### config.mk
export PLATFORM = sky130hd
export DESIGN_NAME = multicycle_ctrl
export DESIGN_NICKNAME = d
export VERILOG_FILES = /design/src/rtl/multicycle_pkg.sv /design/src/rtl/multicycle_ctrl_alu_dec.sv /design/src/rtl/multicycle_ctrl.sv
export SDC_FILE = /design/constraint.sdc
export NUM_CORES = 1
export LEC_CHECK = 0
export CORE_ASPECT_RATIO = 1.1
export CORE_MARGIN = 10
export CORE_UTILIZATION = 30
export CTS_CLUSTER_SIZE = 14
export DETAILED_ROUTE_END_ITERATION = 8
export GPL_TIMING_DRIVEN = 0
export SLEW_MARGIN = 20
export SYNTH_ARGS = -nofsm -noshare
export SYNTH_HDL_FRONTEND = slang
export SYNTH_HIERARCHICAL = 1
export SYNTH_SLANG_ARGS = --single-unit
### constraint.sdc
create_clock -name clk -period 4.8 [get_ports clk]
set_clock_uncertainty 0.15 [all_clocks]
set_input_delay 1.2 -clock clk [delete_from_list [all_inputs] [get_ports clk]]
set_output_delay 1.2 -clock clk [all_outputs]
set_load 0.03 [all_outputs]
### src/rtl/multicycle_pkg.sv
// Shared encodings for the multi-cycle MIPS control unit: state codes,
// instruction fields, ALU operations, datapath mux selects and the
// bundle of control strobes driven by the sequencer.
package multicycle_pkg;

  // State encodings (visible on the debug state port)
  localparam logic [3:0] S_FETCH    = 4'd0;
  localparam logic [3:0] S_DECODE   = 4'd1;
  localparam logic [3:0] S_MEM_ADDR = 4'd2;
  localparam logic [3:0] S_MEM_RD   = 4'd3;
  localparam logic [3:0] S_MEM_WB   = 4'd4;
  localparam logic [3:0] S_MEM_WR   = 4'd5;
  localparam logic [3:0] S_R_EXE    = 4'd6;
  localparam logic [3:0] S_R_WB     = 4'd7;
  localparam logic [3:0] S_BRANCH   = 4'd8;
  localparam logic [3:0] S_JUMP     = 4'd9;
  localparam logic [3:0] S_I_EXE    = 4'd10;
  localparam logic [3:0] S_I_WB     = 4'd11;

  // Opcodes (IR[31:26])
  localparam logic [5:0] OP_RTYPE = 6'b000000;
  localparam logic [5:0] OP_LW    = 6'b100011;
  localparam logic [5:0] OP_SW    = 6'b101011;
  localparam logic [5:0] OP_BEQ   = 6'b000100;
  localparam logic [5:0] OP_ADDI  = 6'b001000;
  localparam logic [5:0] OP_ORI   = 6'b001101;
  localparam logic [5:0] OP_J     = 6'b000010;

  // R-type function codes (IR[5:0])
  localparam logic [5:0] FN_ADD = 6'b100000;
  localparam logic [5:0] FN_SUB = 6'b100010;
  localparam logic [5:0] FN_AND = 6'b100100;
  localparam logic [5:0] FN_OR  = 6'b100101;
  localparam logic [5:0] FN_SLT = 6'b101010;

  // ALU operations; zero-extended onto the alu_ctrl port
  typedef enum logic [2:0] {
    ALU_ADD = 3'd0,
    ALU_SUB = 3'd1,
    ALU_AND = 3'd2,
    ALU_OR  = 3'd3,
    ALU_SLT = 3'd4
  } alu_op_t;

  // Which rule the ALU decoder applies in the current state
  typedef enum logic [1:0] {
    CLS_ADD   = 2'd0,  // address / PC arithmetic, or don't-care
    CLS_SUB   = 2'd1,  // branch compare
    CLS_RTYPE = 2'd2,  // operation from funct
    CLS_ITYPE = 2'd3   // operation from opcode
  } alu_cls_t;

  // ALU B operand select
  localparam logic [1:0] ASB_RT     = 2'b00;
  localparam logic [1:0] ASB_FOUR   = 2'b01;
  localparam logic [1:0] ASB_IMM    = 2'b10;
  localparam logic [1:0] ASB_IMM_SH = 2'b11;

  // Next-PC select
  localparam logic [1:0] PC_ALU    = 2'b00;
  localparam logic [1:0] PC_BR     = 2'b01;
  localparam logic [1:0] PC_JUMP   = 2'b10;

  // Immediate extension
  localparam logic [1:0] EXT_ZERO = 2'b00;
  localparam logic [1:0] EXT_SIGN = 2'b01;

  // Datapath strobes and selects produced by the output decoder
  typedef struct packed {
    logic       pc_write;
    logic [1:0] pc_src;
    logic       ir_write;
    logic       iord;
    logic       mem_read;
    logic       mem_write;
    logic       mem2reg;
    logic       reg_write;
    logic       reg_dst;
    logic       alu_src_a;
    logic [1:0] alu_src_b;
    logic [1:0] ext_op;
    logic       illegal;
  } ctrl_t;

  // State entered after DECODE; S_FETCH means the opcode is not supported
  function automatic logic [3:0] decode_target(input logic [5:0] op,
                                               input bit has_jump);
    case (op)
      OP_RTYPE:       return S_R_EXE;
      OP_LW, OP_SW:   return S_MEM_ADDR;
      OP_BEQ:         return S_BRANCH;
      OP_ADDI, OP_ORI: return S_I_EXE;
      OP_J:           return has_jump ? S_JUMP : S_FETCH;
      default:        return S_FETCH;
    endcase
  endfunction

endpackage

### src/rtl/multicycle_ctrl_alu_dec.sv
// ALU operation decoder: maps the state's ALU class plus the instruction
// fields to an ALU operation, and flags unsupported R-type funct codes.
module alu_dec
  import multicycle_pkg::*;
(
  input  alu_cls_t   cls,
  input  logic [5:0] opcode,
  input  logic [5:0] funct,
  output alu_op_t    op,
  output logic       funct_bad
);

  // Pure lookup; unknown funct falls back to ADD so the sequence can finish
  always_comb begin
    // NOTE: every output gets a default first so no path infers a latch.
    op        = ALU_ADD;
    funct_bad = 1'b0;
    case (cls)
      CLS_SUB: op = ALU_SUB;
      CLS_RTYPE: begin
        case (funct)
          FN_ADD:  op = ALU_ADD;
          FN_SUB:  op = ALU_SUB;
          FN_AND:  op = ALU_AND;
          FN_OR:   op = ALU_OR;
          FN_SLT:  op = ALU_SLT;
          default: funct_bad = 1'b1;
        endcase
      end
      CLS_ITYPE: op = (opcode == OP_ORI) ? ALU_OR : ALU_ADD;
      default:   op = ALU_ADD;
    endcase
  end

endmodule

### src/rtl/multicycle_ctrl.sv
// Multi-cycle MIPS control unit. A state register sequences
// fetch/decode/execute/memory/writeback; memory states wait on mem_ready.
// Outputs are decoded from state, with pc_write/ir_write in FETCH and
// pc_write in BRANCH also qualified by mem_ready / zero.
module multicycle_ctrl
  import multicycle_pkg::*;
#(
  parameter int ALUCTRL_W = 3,
  parameter bit HAS_JUMP  = 1'b1
) (
  input  logic                 clk,
  input  logic                 rst,
  input  logic [5:0]           opcode,
  input  logic [5:0]           funct,
  input  logic                 zero,
  input  logic                 mem_ready,
  output logic                 pc_write,
  output logic [1:0]           pc_src,
  output logic                 ir_write,
  output logic                 iord,
  output logic                 mem_read,
  output logic                 mem_write,
  output logic                 mem2reg,
  output logic                 reg_write,
  output logic                 reg_dst,
  output logic                 alu_src_a,
  output logic [1:0]           alu_src_b,
  output logic [1:0]           ext_op,
  output logic [ALUCTRL_W-1:0] alu_ctrl,
  output logic [3:0]           state,
  output logic                 illegal
);

  logic [3:0] state_q;
  logic [3:0] state_d;
  ctrl_t      ctrl;
  alu_cls_t   cls;
  alu_op_t    alu_op;
  logic       funct_bad;

  // State register with synchronous reset to FETCH
  always_ff @(posedge clk) begin
    // NOTE: non-blocking assignment keeps the register update race-free.
    if (rst) state_q <= S_FETCH;
    else     state_q <= state_d;
  end

  // Next-state sequencing; memory states hold until mem_ready
  always_comb begin
    state_d = S_FETCH;
    case (state_q)
      S_FETCH:    state_d = mem_ready ? S_DECODE : S_FETCH;
      S_DECODE:   state_d = decode_target(opcode, HAS_JUMP);
      S_MEM_ADDR: state_d = opcode[3] ? S_MEM_WR : S_MEM_RD;
      S_MEM_RD:   state_d = mem_ready ? S_MEM_WB : S_MEM_RD;
      S_MEM_WB:   state_d = S_FETCH;
      S_MEM_WR:   state_d = mem_ready ? S_FETCH : S_MEM_WR;
      S_R_EXE:    state_d = S_R_WB;
      S_R_WB:     state_d = S_FETCH;
      S_BRANCH:   state_d = S_FETCH;
      S_JUMP:     state_d = S_FETCH;
      S_I_EXE:    state_d = S_I_WB;
      S_I_WB:     state_d = S_FETCH;
      default:    state_d = S_FETCH;
    endcase
  end

  // ALU class per state; writeback states keep the execute-state class so
  // alu_ctrl holds steady across execute and writeback
  always_comb begin
    cls = CLS_ADD;
    case (state_q)
      S_R_EXE, S_R_WB: cls = CLS_RTYPE;
      S_I_EXE, S_I_WB: cls = CLS_ITYPE;
      S_BRANCH:        cls = CLS_SUB;
      default:         cls = CLS_ADD;
    endcase
  end

  alu_dec u_alu_dec (
    .cls       (cls),
    .opcode    (opcode),
    .funct     (funct),
    .op        (alu_op),
    .funct_bad (funct_bad)
  );

  // Output decode; everything forced low while rst is asserted
  always_comb begin
    ctrl = '0;
    case (state_q)
      S_FETCH: begin
        ctrl.mem_read  = 1'b1;
        ctrl.alu_src_b = ASB_FOUR;
        ctrl.pc_src    = PC_ALU;
        ctrl.ir_write  = mem_ready;
        ctrl.pc_write  = mem_ready;
      end
      S_DECODE: begin
        ctrl.alu_src_b = ASB_IMM_SH;
        ctrl.ext_op    = EXT_SIGN;
        ctrl.illegal   = (decode_target(opcode, HAS_JUMP) == S_FETCH);
      end
      S_MEM_ADDR: begin
        ctrl.alu_src_a = 1'b1;
        ctrl.alu_src_b = ASB_IMM;
        ctrl.ext_op    = EXT_SIGN;
      end
      S_MEM_RD: begin
        ctrl.mem_read = 1'b1;
        ctrl.iord     = 1'b1;
      end
      S_MEM_WB: begin
        ctrl.reg_write = 1'b1;
        ctrl.mem2reg   = 1'b1;
      end
      S_MEM_WR: begin
        ctrl.mem_write = 1'b1;
        ctrl.iord      = 1'b1;
      end
      S_R_EXE: begin
        ctrl.alu_src_a = 1'b1;
        ctrl.alu_src_b = ASB_RT;
        ctrl.illegal   = funct_bad;
      end
      S_R_WB: begin
        ctrl.reg_write = 1'b1;
        ctrl.reg_dst   = 1'b1;
      end
      S_BRANCH: begin
        ctrl.alu_src_a = 1'b1;
        ctrl.alu_src_b = ASB_RT;
        ctrl.pc_src    = PC_BR;
        ctrl.pc_write  = zero;
      end
      S_JUMP: begin
        ctrl.pc_src   = PC_JUMP;
        ctrl.pc_write = 1'b1;
      end
      S_I_EXE: begin
        ctrl.alu_src_a = 1'b1;
        ctrl.alu_src_b = ASB_IMM;
        ctrl.ext_op    = (opcode == OP_ORI) ? EXT_ZERO : EXT_SIGN;
      end
      S_I_WB: begin
        ctrl.reg_write = 1'b1;
        ctrl.ext_op    = (opcode == OP_ORI) ? EXT_ZERO : EXT_SIGN;
      end
      default: ctrl.illegal = 1'b1;  // unused codes recover via FETCH
    endcase
    if (rst) ctrl = '0;
  end

  assign pc_write  = ctrl.pc_write;
  assign pc_src    = ctrl.pc_src;
  assign ir_write  = ctrl.ir_write;
  assign iord      = ctrl.iord;
  assign mem_read  = ctrl.mem_read;
  assign mem_write = ctrl.mem_write;
  assign mem2reg   = ctrl.mem2reg;
  assign reg_write = ctrl.reg_write;
  assign reg_dst   = ctrl.reg_dst;
  assign alu_src_a = ctrl.alu_src_a;
  assign alu_src_b = ctrl.alu_src_b;
  assign ext_op    = ctrl.ext_op;
  assign illegal   = ctrl.illegal;
  assign alu_ctrl  = rst ? '0 : ALUCTRL_W'(alu_op);
  assign state     = rst ? S_FETCH : state_q;

endmodule

==> results.json, run 1 <==
{
  "period_needed_ns": 4.613,
  "antennaDiodeCount": 0,
  "layout-drive-gt1-share": 0.07407,
  "synthCells": 122,
  "vdd_drop_max_uv": 83.63,
  "design_area_um2": 1235,
  "io_pins": 39,
  "postCtsHoldBufs": 0,
  "hold_path_class": "flip-flop to flip-flop",
  "wirelength_mm": 2.953,
  "synth_edf_count": 0,
  "overflow": 0,
  "insertion_delay_ns": 0.24,
  "finalHoldViolCount": 0,
  "clk_pin_slew_ns": 0.04,
  "synth_cell_type_count": 41,
  "power_leakage_nw": 0.4275,
  "rsz0062_at_grt": "no",
  "drt_pre_antenna_iters": 4,
  "syn-num-nets": 138,
  "cts_buffers": 3,
  "synth_seq_area_share": 0.1000,
  "die_h_um": 74.19,
  "use_met2": 0.2083,
  "cts_tree": "yes",
  "gp_congestion": 0.8595,
  "start_util": 0.3178,
  "setup_viol": 0,
  "grt_max_degree": 11,
  "synth-main-ff-cell": "dfxtp_1",
  "worst-setup-path-type": "input port to output pin",
  "coreArea_um2": 2520,
  "synth_warnings": 6,
  "powerDensity_nw_per_um2": 115.9,
  "antenna_found_initial": 0,
  "syn_area_um2": 800.8,
  "clockRootBuffer": "clkbuf_4",
  "synth.area.top_cells": "dfxtp_1 (10%), nand2b_1 (8.6%), a21oi_1 (5.6%), nor2_1 (5.6%), nor2b_1 (5.5%)",
  "avgRoutedWirePerCell_um": 15.30,
  "synth-async-reset-ratio": 0,
  "drv_slew": 0,
  "mostFrequentLayoutCells": "clkdlybuf4s50_1 (36), nor2_1 (12), nand2b_1 (11)",
  "tns_ns": 0,
  "cp_max_fo": 10,
  "status": "finished, final reports clean",
  "crit_arrival_ns": 3.26,
  "route.detailed.drc": 0,
  "fin_crit_sh": 0.9610,
  "ys_ff_latch": 4,
  "grt-busiest-layer": "met2",
  "clkSinkCount": 4,
  "largest_register_ffs": 4,
  "grt_pass1_vias": 1104,
  "clockBufferDepth": 2,
  "pre_cts_ws_ns": 0.08901,
  "vias": 1048,
  "max-cap-violations": 0,
  "io_buffers": 37,
  "drt_iter0_markers": 43,
  "largestRegisters": "state_q: 4 flops",
  "h-tree-depth": 1,
  "fill_cells": 298,
  "final_common_cell": "clkdlybuf4s50_1",
  "crit_path_end_kind": "output pin",
  "grt_pass1_wl_mm": 4.974,
  "met3_usage": 0.04388,
  "fin_util": 0.4901,
  "row_count": 19,
  "use_met1": 0.1133,
  "die_w_um": 69.26,
  "fp.dieArea_um2": 5138,
  "max_freq_ghz": 0.2168,
  "critPathRequiredTime_ns": 3.45,
  "vias_per_cell": 5.430,
  "holdWs_ns": 0.5860,
  "synth_area_leader_cell": "dfxtp_1",
  "ant_nets": 0,
  "regMostFlops": "state_q",
  "finalWorstSetupSlack_ns": 0.1873,
  "syn_avg_cell_area_um2": 6.564,
  "synth_top_area_frac": 0.1000,
  "setup.worst_path.start_class": "input port",
  "placed_area_um2": 1210,
  "grt_usage": 0.1115,
  "dp_hpwl_mm": 2.402,
  "area_growth_pct": 54.22,
  "nNetsFinal": 180
}
-- layout make-up --
cell class                      count  area [um^2]  area share
Timing Repair Buffer               37        372.9      0.3019
Clock buffer                        3        22.52     0.01824
Inverter                            5        18.77     0.01520
Buffer                              9        40.04     0.03242
Sequential cell                     4        80.08     0.06484
Multi-Input combinational cell    104        661.9      0.5360
Tap cell                           31        38.79     0.03141
-- cell families (layout without fill, tap and decap cells) --
| group | after synthesis | count (layout) | share of synthesized area |
|---|---|---|---|
| buffers and inverters | 14 | 54 | 0.07344 |
| flip-flops | 4 | 4 | 0.1000 |
| XOR/XNOR | 2 | 2 | 0.02188 |
| AND/OR/NAND/NOR | 64 | 64 | 0.4750 |
| AO/OA/AOI/OAI | 36 | 36 | 0.3125 |
| other | 1 | 1 | 0.004683 |
| multiplexers | 1 | 1 | 0.01250 |
-- critical path, cell delays in order --
cell,delay [ns]
clkdlybuf4s50_1,0.50
clkbuf_1,0.39
clkbuf_1,0.43
nor2_1,0.12
clkdlybuf4s50_1,0.62
-- repair_timing --
action,in CTS,in global routing
endpoints found under the setup margin,0,1
resized for setup,0,1
setup buffers,0,0
-- synthesized netlist by cell type, types with 2 or more instances --
cell type  number
nand3b_1        3
nor2b_1         7
a21oi_1         9
o41ai_1         2
a211oi_1        3
a211o_1         2
nor3_1          5
or3_1           2
nand3_1         2
or2_2           2
nor4_1          4
o21ai_0         5
nand2_1         6
a2111oi_0       2
xnor2_1         2
nor3b_1         2
a21o_1          3
a221o_1         2
nand2b_1       11
nand4b_1        2
a31oi_1         2
inv_1           5
dfxtp_1         4
buf_2           2
clkbuf_1        6
nor2_1         12
-- per-layer routing --
metal	wire length [um]	vias to the layer above
met5	0	-
li1	-	529
met3	263	2
met4	17	0
met2	1462	33
met1	1210	484
-- worst paths after layout --
| check | end | depth (start not counted) | slack (ns) | startpoint |
|---|---|---|---|---|
| setup / recovery | mem_read | 5 | 0.19 | rst |
| hold / removal | state_q[2]$_SDFF_PP0_ | 3 | 0.59 | state_q[3]$_SDFF_PP0_ |
| setup reg to reg | state_q[3]$_SDFF_PP0_ | 4 | 3.13 | state_q[0]$_SDFF_PP0_ |
| hold reg to reg | state_q[2]$_SDFF_PP0_ | 3 | 0.59 | state_q[3]$_SDFF_PP0_ |
-- through the flow --
stage / power, mW / std cells
3_3_place_gp: 0.1008 / 190
3_5_place_dp: 0.1014 / 190
2_1_floorplan: 0.06963 / 122
4_1_cts: 0.1446 / 193
6_report: 0.1431 / 193
5_1_grt: 0.1529 / 193
-- where the power goes --
part           total, mW  switching [mW]  internal (mW)
Clock             0.0419          0.0139         0.0279
Combinational     0.0656          0.0353         0.0303
Sequential        0.0357         0.00143         0.0342
Total              0.143          0.0507         0.0925
Power figures use the tool's default switching activity.
==> run 2: changes to the inputs <==
--- a/config.mk
+++ b/config.mk
@@ -7,10 +7,12 @@
 export LEC_CHECK = 0
 export CORE_ASPECT_RATIO = 1.1
 export CORE_MARGIN = 10
-export CORE_UTILIZATION = 30
+export CORE_UTILIZATION = 43
 export CTS_CLUSTER_SIZE = 14
 export DETAILED_ROUTE_END_ITERATION = 8
 export GPL_TIMING_DRIVEN = 0
+export MAX_ROUTING_LAYER = met4
+export PLACE_DENSITY = 0.84
 export SLEW_MARGIN = 20
 export SYNTH_ARGS = -nofsm -noshare
 export SYNTH_HDL_FRONTEND = slang
==> run 2 against run 1 <==
Against the previous run:
- sequential power barely moved
- clock-buffer cell count unchanged
- first-iteration DRC count decreased by 42%
- combinational power decreased by 0.6%
- critical path type unchanged
- highest routed layer unchanged
==> results.json, run 2 (same netlist as run 1, synthesis figures left out) <==
{
  "io_buffers": 37,
  "insertion_delay_ns": 0.24,
  "mostFrequentLayoutCells": "clkdlybuf4s50_1 (36), nor2_1 (12), nand2b_1 (11)",
  "regMostFlops": "state_q",
  "io_pins": 39,
  "vias": 1078,
  "critPathSlowestCell": "clkdlybuf4s50_1",
  "row_count": 16,
  "drv_slew": 0,
  "largest_register_ffs": 4,
  "antennaDiodeCount": 0,
  "hold_path_class": "flip-flop to flip-flop",
  "critPathRequiredTime_ns": 3.45,
  "fp.dieArea_um2": 3990,
  "critPathMaxStageDelay_ns": 0.62,
  "overflow": 0,
  "cp_max_fo": 10,
  "clockRootBuffer": "clkbuf_4",
  "vias_per_cell": 5.989,
  "path_cells": "clkdlybuf4s50_1, clkbuf_1, clkbuf_1, nor3_1, clkdlybuf4s50_1",
  "crit_path_end": "mem_write",
  "period_needed_ns": 4.596,
  "holdWs_ns": 0.5642,
  "post-cts-setup-buffers": 0,
  "drt_iter0_markers": 25,
  "die_w_um": 61.15,
  "vdd_drop_max_uv": 112.8,
  "cts_buffers": 3,
  "worst-setup-path-type": "input port to output pin",
  "coreArea_um2": 1782,
  "crit_path_end_kind": "output pin",
  "worstRegToRegCells": 4,
  "grt_usage": 0.1441,
  "clk_pin_slew_ns": 0.04,
  "crit_arrival_ns": 3.25,
  "largestRegisters": "state_q: 4 flops",
  "layout-drive-gt1-share": 0.07407,
  "power_leakage_nw": 0.4275,
  "rrSetupSlack_ns": 3.15,
  "tns_ns": 0,
  "setup_viol": 0,
  "antenna_found_initial": 0,
  "fin_crit_sh": 0.9575,
  "nNetsFinal": 180,
  "fin_util": 0.6840,
  "cts_resized": 0,
  "h-tree-depth": 1,
  "grt_pass1_wl_mm": 4.540,
  "postCtsHoldBufs": 0,
  "cp-startpoint": "rst",
  "finalHoldViolCount": 0,
  "reg2reg_from": "state_q[0]$_SDFF_PP0_",
  "clockBufferDepth": 2,
  "max-cap-violations": 0,
  "ant_nets": 0,
  "dp_hpwl_mm": 2.263,
  "regToRegEndpoint": "state_q[3]$_SDFF_PP0_",
  "area_growth_pct": 52.19,
  "grt_pass1_vias": 1001,
  "cts_tree": "yes",
  "drt_pre_antenna_iters": 4,
  "die_h_um": 65.26,
  "avgRoutedWirePerCell_um": 15.80,
  "setup.worst_path.start_class": "input port",
  "start_util": 0.4494,
  "max_freq_ghz": 0.2176,
  "route.detailed.drc": 0,
  "final_common_cell": "clkdlybuf4s50_1",
  "gp_congestion": 0.9359,
  "wirelength_mm": 2.844,
  "fill_cells": 166,
  "clkSinkCount": 4,
  "status": "finished, final reports clean",
  "rsz0062_at_grt": "no",
  "grt_max_degree": 11,
  "powerDensity_nw_per_um2": 117.0
}
[run 2: cell counts in the layout (fill, tap and decap cells not counted)]
Identical to the previous run, type by type.
[run 2: worst min-delay path by stage]
| stage | startpoint | endpoint | slack [ns] | cells after the start |
|---|---|---|---|---|
| 3_5_place_dp | state_q[3]$_SDFF_PP0_ | state_q[2]$_SDFF_PP0_ | 0.55 | 3 |
| 3_3_place_gp | state_q[3]$_SDFF_PP0_ | state_q[2]$_SDFF_PP0_ | 0.55 | 3 |
| 6_report | state_q[3]$_SDFF_PP0_ | state_q[2]$_SDFF_PP0_ | 0.56 | 3 |
| 2_1_floorplan | state_q[3]$_SDFF_PP0_ | state_q[2]$_SDFF_PP0_ | 0.48 | 3 |
| 4_1_cts | state_q[3]$_SDFF_PP0_ | state_q[2]$_SDFF_PP0_ | 0.56 | 3 |
| 5_1_grt | state_q[3]$_SDFF_PP0_ | state_q[2]$_SDFF_PP0_ | 0.65 | 3 |
[run 2: per-layer routing]
metal	part of all wire	wire (um)	track usage	up-vias
met5	0	0	-	-
met4	0.0077	22	0.04000	0
met2	0.50	1434	0.2412	41
met3	0.062	177	0.02885	4
li1	-	-	-	530
met1	0.43	1210	0.1674	503
[run 2: cell type report]
cell class	count	area, um^2	area share
Multi-Input combinational cell	104	661.9	0.5431
Inverter	5	18.77	0.01540
Buffer	9	40.04	0.03285
Sequential cell	4	80.08	0.06571
Clock buffer	3	22.52	0.01848
Tap cell	18	22.52	0.01848
Timing Repair Buffer	37	372.9	0.3060
[run 2: critical path, delay by kind of cell]
| kind | cells | cell delay (ns) |
|---|---|---|
| buffers and inverters | 4 | 1.92 |
| and+or+nand+nor | 1 | 0.12 |
[run 2: where the power goes]
part	total [mW]	internal (mW)	leakage (nW)	switching (mW)
logic	0.0652	0.0303	0.381	0.0350
registers	0.0356	0.0342	0.0325	0.00140
clock network	0.0417	0.0279	0.0138	0.0137
total	0.143	0.0924	0.428	0.0501
[run 2: per-stage QoR]
stage / setup slack, ns / area [um^2] / total power, mW / instances
6_report: 0.2039 / 1219 / 0.1426 / 180
5_1_grt: 0.08685 / 1219 / 0.1491 / 180
4_1_cts: 0.01911 / 1216 / 0.1426 / 180
3_5_place_dp: 0.02678 / 1194 / 0.1005 / 177
3_3_place_gp: 0.08968 / 1194 / 0.09906 / 177
2_1_floorplan: 0.4941 / 800.8 / 0.06963 / 122
==> run 3: changes to the inputs <==
--- a/config.mk
+++ b/config.mk
@@ -16,5 +16,4 @@
 export SLEW_MARGIN = 20
 export SYNTH_ARGS = -nofsm -noshare
 export SYNTH_HDL_FRONTEND = slang
-export SYNTH_HIERARCHICAL = 1
 export SYNTH_SLANG_ARGS = --single-unit
==> run 3 against run 2 <==
Against the previous run:
- clock-buffer cell count unchanged
- hold slack improved by 0.070 ns
- combinational power down 2%
- first-iteration DRC count increased by 4.0%
- largest cell class unchanged
- critical path type unchanged
- register-to-register slack improved by 0.05 ns
- sequential share of layout area about the same
- via count fell by 4.1%
==> results.json, run 3 <==
{
  "largestRegisters": "state_q: 4 flops",
  "synth-main-ff-cell": "dfxtp_1",
  "regArea_um2": 80.08,
  "route.detailed.drc": 0,
  "synth_edf_count": 0,
  "finalHoldViolCount": 0,
  "wirelength_mm": 2.685,
  "antenna_found_initial": 0,
  "overflow": 0,
  "stdcell_count": 177,
  "synthTopCellsByCount": "nor2_1 (17), a21oi_1 (8), nand2b_1 (8), nor2b_1 (8)",
  "nNetsFinal": 177,
  "vias_per_cell": 5.842,
  "fin_crit_sh": 0.9637,
  "avgRoutedWirePerCell_um": 15.17,
  "postCtsHoldBufs": 0,
  "layout-drive-gt1-share": 0.1069,
  "io_pins": 39,
  "grt_max_degree": 11,
  "gp_congestion": 0.8652,
  "dpl.cell_count": 174,
  "synth_top_area_frac": 0.09922,
  "synth-async-reset-ratio": 0,
  "clk_pin_slew_ns": 0.04,
  "drt_iter0_markers": 26,
  "die_h_um": 65.44,
  "fin_util": 0.6812,
  "syn-num-nets": 137,
  "final_common_cell": "clkdlybuf4s50_1",
  "synth_area_leader_cell": "dfxtp_1",
  "cp_max_fo": 8,
  "dp_hpwl_mm": 2.180,
  "clkSinkCount": 4,
  "syn_area_um2": 807.0,
  "grt_usage": 0.1437,
  "worstHoldPathCells": 3,
  "row_count": 16,
  "regToRegEndpoint": "state_q[1]$_SDFF_PP0_",
  "synth_cell_type_count": 43,
  "mostFrequentLayoutCells": "clkdlybuf4s50_1 (33), nor2_1 (17), nand2b_1 (8), nor2b_1 (8), a21oi_1 (8)",
  "synth_warnings": 0,
  "rsz0062_at_grt": "no",
  "worst-setup-path-type": "input port to output pin",
  "crit_arrival_ns": 3.28,
  "yosysMostFrequentCell": "nor2_1",
  "crit_path_end_kind": "output pin",
  "antennaDiodeCount": 0,
  "powerDensity_nw_per_um2": 115.9,
  "synthCells": 121,
  "fp.dieArea_um2": 4011,
  "max-cap-violations": 0,
  "vdd_drop_max_uv": 119.3,
  "reg2reg_from": "state_q[0]$_SDFF_PP0_",
  "vias": 1034,
  "clockBufferDepth": 2,
  "coreArea_um2": 1782,
  "cts_buffers": 3,
  "placed_area_um2": 1180,
  "critPathRequiredTime_ns": 3.45,
  "die_w_um": 61.31,
  "design_area_um2": 1214,
  "area_growth_pct": 50.39,
  "hold_path_class": "flip-flop to flip-flop",
  "worstRegToRegCells": 5,
  "status": "finished, final reports clean",
  "setup_viol": 0,
  "period_needed_ns": 4.626,
  "rrSetupSlack_ns": 3.20,
  "synth.area.top_cells": "dfxtp_1 (9.9%), nor2_1 (7.9%), nand2b_1 (6.2%), nor2b_1 (6.2%), a211o_1 (5.4%)",
  "drt_pre_antenna_iters": 4,
  "start_util": 0.4529,
  "cts_tree": "yes",
  "ys_ff_latch": 4,
  "syn_avg_cell_area_um2": 6.670,
  "drv_slew": 0,
  "max_freq_ghz": 0.2162,
  "clockRootBuffer": "clkbuf_4",
  "grt_pass1_wl_mm": 4.560,
  "regMostFlops": "state_q",
  "p_total_uw": 140.7,
  "multi_input_area_um2": 658.1,
  "h-tree-depth": 1,
  "ant_nets": 0,
  "synth_seq_area_share": 0.09922,
  "power_leakage_nw": 0.4816,
  "largest_register_ffs": 4,
  "grt_pass1_vias": 1005,
  "insertion_delay_ns": 0.24,
  "min_from": "state_q[1]$_SDFF_PP0_",
  "whs_endpoint": "state_q[3]$_SDFF_PP0_",
  "fill_cells": 154,
  "io_buffers": 35,
  "setup.worst_path.start_class": "input port"
}
-- run 3: cell count changes after synthesis, sizes merged, moves of 4 or more --
| cell | before | now |
|---|---|---|
| buf | 3 | 8 |
| nand2 | 6 | 2 |
| nor2 | 12 | 17 |
| nor4b | 0 | 4 |
-- run 3: routing by layer --
metal,vias to the layer above,GRT usage,routed length (um)
li1,517,-,-
met1,475,0.1674,1063
met2,39,0.2425,1426
met3,3,0.02115,181
met4,0,0.04571,14
met5,-,-,0
-- run 3: cell type report --
type                            count  share of cell area
Clock buffer                        3             0.01856
Buffer                             11             0.04948
Sequential cell                     4             0.06598
Inverter                            4             0.01237
Multi-Input combinational cell    102              0.5423
Timing Repair Buffer               35              0.2928
Tap cell                           18             0.01856
-- run 3: how the worst max path moves through the flow --
stage	from	to	slack (ns)
final	opcode[2]	ext_op[0]	0.17
after global placement	opcode[2]	alu_ctrl[0]	-0.11
after global routing	opcode[2]	ext_op[0]	0.08
after detailed placement	opcode[2]	alu_ctrl[0]	-0.11
after floorplan	rst	alu_src_a	0.49
after CTS	opcode[2]	illegal	0.06
-- run 3: what timing repair did --
item                       CTS  global route
setup buffers                0             0
setup endpoints to repair    1             2
resized for setup            1             2
-- run 3: cells by family (layout without fill, tap and decap cells) --
kind of cell | count (synthesis) | in the layout | share of synthesized area
and+or+nand+nor | 63 | 63 | 0.4527
AOI/OAI and AO/OA | 34 | 34 | 0.3039
buffers and inverters | 15 | 53 | 0.09302
DFF | 4 | 4 | 0.09923
xor gates and xnor gates | 2 | 2 | 0.02171
muxes | 2 | 2 | 0.02481
other | 1 | 1 | 0.004647
-- run 3: critical path: stages --
cell and delay (ns):
clkdlybuf4s50_1 0.52, nand3_1 0.18, nor4_2 0.08, a211o_1 0.31, a211oi_1 0.26, clkdlybuf4s50_1 0.72
-- run 3: power breakdown --
group | switching (mW) | internal, mW | total, mW | leakage [nW]
combinational | 0.0338 | 0.0302 | 0.0640 | 0.435
sequential | 0.000318 | 0.0342 | 0.0345 | 0.0325
clock | 0.0142 | 0.0280 | 0.0422 | 0.0138
-- run 3: through the flow --
stage	hold WS (ns)	worst slack, ns	TNS (ns)
after floorplan	0.5329	0.4930	0
after global placement	0.6197	-0.1060	-0.1060
after detailed placement	0.6292	-0.1085	-0.1085
after CTS	0.6360	0.05983	0
after global routing	0.6979	0.08422	0
final	0.6344	0.1743	0
